--- src/rtl/main_act_ctrl.sv ---
// Top-level ACT source: post-reset hold-off, debug halt/drain/resume handshake, active-cycle count.
// Optional single-step from HALTED is enabled by defining MAIN_ACT_STEP_EN (adds step_req port).
module main_act_ctrl #(
    parameter int INIT_CYCLES   = 4,
    parameter int NUM_STAGES    = 10,
    parameter int DRAIN_TIMEOUT = 64,
    parameter int CNT_W         = 32
) (
    input  logic                  CLK,
    input  logic                  RST,
    input  logic                  halt_req,
    input  logic                  resume_req,
`ifdef MAIN_ACT_STEP_EN
    input  logic                  step_req,
`endif
    input  logic [NUM_STAGES-1:0] stage_busy,
    output logic                  ACT,
    output logic                  fetch_stop,
    output logic                  halted,
    output logic                  drain_timeout,
    output logic [CNT_W-1:0]      active_cycles
);

    localparam int IW = (INIT_CYCLES > 1) ? $clog2(INIT_CYCLES) : 1;
    localparam int DW = (DRAIN_TIMEOUT > 1) ? $clog2(DRAIN_TIMEOUT) : 1;
    localparam logic [IW-1:0] INIT_LAST  = (INIT_CYCLES > 0) ? IW'(INIT_CYCLES - 1) : '0;
    localparam logic [DW-1:0] DRAIN_LAST = DW'(DRAIN_TIMEOUT - 1);

    typedef enum logic [2:0] {
        ST_INIT   = 3'd0,
        ST_RUN    = 3'd1,
        ST_DRAIN  = 3'd2,
        ST_HALTED = 3'd3
`ifdef MAIN_ACT_STEP_EN
        ,ST_STEP  = 3'd4
`endif
    } state_t;

    state_t          state;
    state_t          state_nxt;
    logic [IW-1:0]   init_cnt;
    logic [DW-1:0]   drain_cnt;
    logic            timeout_hit;
    logic            act_nxt;
    logic            fetch_stop_nxt;
    logic            halted_nxt;
    logic            drain_timeout_nxt;

    // Outputs are registered from the next-state decode so they change on the same edge as state.
    always_ff @(posedge CLK) begin
        if (RST) begin
            state         <= ST_INIT;
            init_cnt      <= '0;
            drain_cnt     <= '0;
            ACT           <= 1'b0;
            fetch_stop    <= 1'b0;
            halted        <= 1'b0;
            drain_timeout <= 1'b0;
            active_cycles <= '0;
        end else begin
            state         <= state_nxt;
            ACT           <= act_nxt;
            fetch_stop    <= fetch_stop_nxt;
            halted        <= halted_nxt;
            drain_timeout <= drain_timeout_nxt;
            if (state == ST_INIT)
                init_cnt <= init_cnt + IW'(1);
            if (state == ST_RUN)
                drain_cnt <= '0;
            else if (state == ST_DRAIN)
                drain_cnt <= drain_cnt + DW'(1);
            if (ACT)
                active_cycles <= active_cycles + CNT_W'(1);
        end
    end

    always_comb begin
        state_nxt   = state;
        timeout_hit = 1'b0;
        case (state)
            ST_INIT: begin
                if (INIT_CYCLES == 0 || init_cnt == INIT_LAST)
                    state_nxt = ST_RUN;
            end
            ST_RUN: begin
                if (halt_req)
                    state_nxt = ST_DRAIN;
            end
            // Abort beats both the idle exit and the forced exit.
            ST_DRAIN: begin
                if (resume_req)
                    state_nxt = ST_RUN;
                else if (~|stage_busy)
                    state_nxt = ST_HALTED;
                else if (drain_cnt == DRAIN_LAST) begin
                    state_nxt   = ST_HALTED;
                    timeout_hit = 1'b1;
                end
            end
            ST_HALTED: begin
                if (resume_req)
                    state_nxt = ST_RUN;
`ifdef MAIN_ACT_STEP_EN
                else if (step_req)
                    state_nxt = ST_STEP;
`endif
            end
`ifdef MAIN_ACT_STEP_EN
            ST_STEP:   state_nxt = ST_HALTED;
`endif
            default:   state_nxt = ST_INIT;
        endcase
    end

    always_comb begin
        act_nxt        = 1'b0;
        fetch_stop_nxt = 1'b0;
        halted_nxt     = 1'b0;
        case (state_nxt)
            ST_RUN:    act_nxt = 1'b1;
            ST_DRAIN: begin
                act_nxt        = 1'b1;
                fetch_stop_nxt = 1'b1;
            end
            ST_HALTED: begin
                fetch_stop_nxt = 1'b1;
                halted_nxt     = 1'b1;
            end
`ifdef MAIN_ACT_STEP_EN
            ST_STEP:   act_nxt = 1'b1;
`endif
            default: ;
        endcase

        drain_timeout_nxt = drain_timeout;
        if (state == ST_RUN && state_nxt == ST_DRAIN)
            drain_timeout_nxt = 1'b0;
        else if (timeout_hit)
            drain_timeout_nxt = 1'b1;
    end

endmodule

--- config.mk ---
export PLATFORM = sky130hd
export DESIGN_NAME = main_act_ctrl
export DESIGN_NICKNAME = d
export VERILOG_FILES = /design/src/rtl/main_act_ctrl.sv
export SDC_FILE = /design/constraint.sdc
export NUM_CORES = 1
export LEC_CHECK = 0
export ABC_AREA = 1
export CELL_PAD_IN_SITES_DETAIL_PLACEMENT = 1
export CELL_PAD_IN_SITES_GLOBAL_PLACEMENT = 2
export CORE_UTILIZATION = 30
export DETAILED_ROUTE_END_ITERATION = 10
export DONT_BUFFER_PORTS = 1
export PLACE_DENSITY_LB_ADDON = 0.1
export SLEW_MARGIN = 20
export SYNTH_ARGS = -nofsm -noshare
export SYNTH_HDL_FRONTEND = slang
export SYNTH_SLANG_ARGS = --single-unit
--- constraint.sdc ---
create_clock -name CLK -period 3.75 [get_ports CLK]
set_clock_uncertainty 0.1 [all_clocks]
set_input_delay 0.75 -clock CLK [delete_from_list [all_inputs] [get_ports CLK]]
set_output_delay 0.75 -clock CLK [all_outputs]
set_load 0.01 [all_outputs]
==> metrics <==
Post-CTS Setup Bufs=0; endpoints failing setup=0; Seq cells post-synth=47; async set-or-reset flop fraction in the synthesized netlist=0%; DRC=0; ANT nets after route=0; area of the mapped netlist=roughly 0.0025 sq mm; gr usage total=approximately 17%; ranking of synthesized cells by area=dfxtp_1 38%, nand2_1 13%, nor2_1 11%, inv_1 7.3%, a21oi_1 3.9%; synth cell count leaders=86 x nand2_1, 71 x nor2_1, 48 x inv_1; cell with the most instances after synthesis=nand2_1; Rel. slew slack=roughly half; Wirelength per Cell=around 14 microns; Die W=a little over 90 microns; TritonRoute pass-1 iters=4; Final Hold Viols=0; Sink Count=47; Clock Root Buffer=clkbuf_8; Synth area leader=dfxtp_1; number of enable flip-flop cells after synthesis=0; # rows=32; Cells after Synth=between 300 and 400; Hold Buf Count CTS=0; H-tree levels=2; Via density=between 4 and 5; I/O Buffers=0; Crit. Startpoint=active_cycles[0]; layout cells sized above 1=about 8.4%; CP Capture Type=flip-flop; leak pwr=~0.94 nW; max-cap check violation count=0; status=completed; simple-gate portion of the synthesized area=41.6%; dpl ws=around 1800 ps; clock latency on the worst-skew pair=about 300 ps; post-synth net total=just under 400; fin crit period=1930 ps; post-DP HPWL=between 5 and 6 mm; CORE AREA=about 0.008 sq mm; Initial DRC Count=63; Die Span Y=about 90 microns; Setup Crit Path Kind=flip-flop to flip-flop; WL final=between 6 and 7 mm; ANT cells=0; Clock Path Buffers=2; RSZ-0062 raised after global routing=false; largest net degree at the start of global routing=19; mux contribution to synthesized area=0%; # IOs=50; period utilization=51.5%; initial cell density of the core=about a third; CTS tree=built; Setup TNS Final=0 ps; Nets=just under 400; first-pass GRT wire length=~12 mm; Tot Pwr=about 860 uW; number of global-route vias before repair=2,270; largest family of logic cells by synthesized area=simple AND/OR/NAND/NOR gates; total grt overflow=0; Post-synth top flop=dfxtp_1; synth warn=0; P per Cell Area=321 mW/mm^2; Yosys top cell area share=38.2%; Cell variety after synth=33; Synth Area in Adders=1.52%; worst hold start=init_cnt[0]; via count=~2.3k; arrival time worst endpoint=a little over 2000 ps; Inserted Clock Buffers=5; post-synthesis compound-gate area fraction=roughly 8.6%; FMAX=just over 0.5 GHz; sequential fraction of the synthesis area=a little under two fifths; Layout Utilization=roughly a third; DIE AREA=0.00857 sq mm; worst hold path type=flip-flop to flip-flop; worst-path maximum fanout=6; Layout area overhead=8.43%; WP data required=3850 ps; post-CTS sizing=0; final worst slack=1820 ps; clock slew at reported path FFs=approximately 90 ps; initial antenna violation count=0; reg2reg start=active_cycles[0]; Worst Tran Pin Value=between 700 and 800 ps; max-slew violation count=0; gpl congestion=around 0.75; Avg Cell Area, Syn=between 6 and 7 sq um; Worst setup SP type=flip-flop; XOR/XNOR share of the synthesized area=about 1.4%; worst ir drop on vdd=~0.11 mV
[metrics by stage]
step                      cells  area, sq um  hold WS [ps]
after floorplan             375         2460           329
after global placement      473         2570           345
after detailed placement    473         2570           352
after CTS                   481         2670           367
after global routing        481         2670           383
final                       481         2670           364
[final timing paths]
check / end / slack (ps) / cells after the start
max: active_cycles[28] / 1820 / 8
min: init_cnt[0] / 360 / 1
max reg2reg: active_cycles[28] / 1820 / 8
min reg2reg: init_cnt[0] / 360 / 1
[state kept, by name, summed over array words and instances, names as in the netlist]
signal and count:
ACT 1, active_cycles 32, drain_cnt 6, drain_timeout 1, fetch_stop 1, halted 1
init_cnt 2, state 3
[layout make-up]
type                            instances  area [sq um]
Clock buffer                            7          86.3
Clock inverter                          1          8.76
Fill cell                            1045          5180
Inverter                               50           188
Multi-Input combinational cell        273          1310
Sequential cell                        47           941
Tap cell                              102           128
Timing Repair Buffer                    1          7.51
[routing by layer]
metal | share of wire, % | vias up | GRT usage [%]
met3 | 4.8 | 6 | 4.76
li1 | - | 1190 | -
met2 | 45 | 43 | 28.0
met1 | 50 | 1047 | 23.0
met5 | 0 | - | 0
met4 | 1.0 | 0 | 4.30
[critical path, stage by stage (launching register included)]
cell and delay [ps]:
dfxtp_1 490, ha_1 240, nand2_1 60, nor2_1 220
nand3_1 190, nor2_1 210, nand4_1 140, nor2_1 120
nor2_1 60
[kinds of logic after synthesis]
logic type | count (synthesis)
buf+inv | 55
flops | 47
simple gates | 226
compound gates | 39
xor+xnor | 4
other cells | 1
fa+ha+maj | 3
[placed cells by master, fill, tap and decap left out, types with 2 or more instances in the layout]
master,count
a21oi_1,19
a31oi_1,2
clkbuf_8,6
dfxtp_1,47
ha_1,3
inv_1,48
inv_2,2
nand2_1,86
nand2_2,2
nand3_1,16
nand3_2,2
nand4_1,14
nor2_1,71
nor2_2,9
nor2_4,2
nor3_1,14
nor3b_1,2
o21a_1,2
o21ai_0,13
or2_2,3
xor2_1,3
[power breakdown]
part	leakage (nW)	switching, mW	internal, mW
Clock	0.0484	0.177	0.151
Sequential	0.379	0.00364	0.502
Combinational	0.515	0.0144	0.00782
Total	0.943	0.195	0.661
Note: power is estimated with default switching activity, not from simulation.
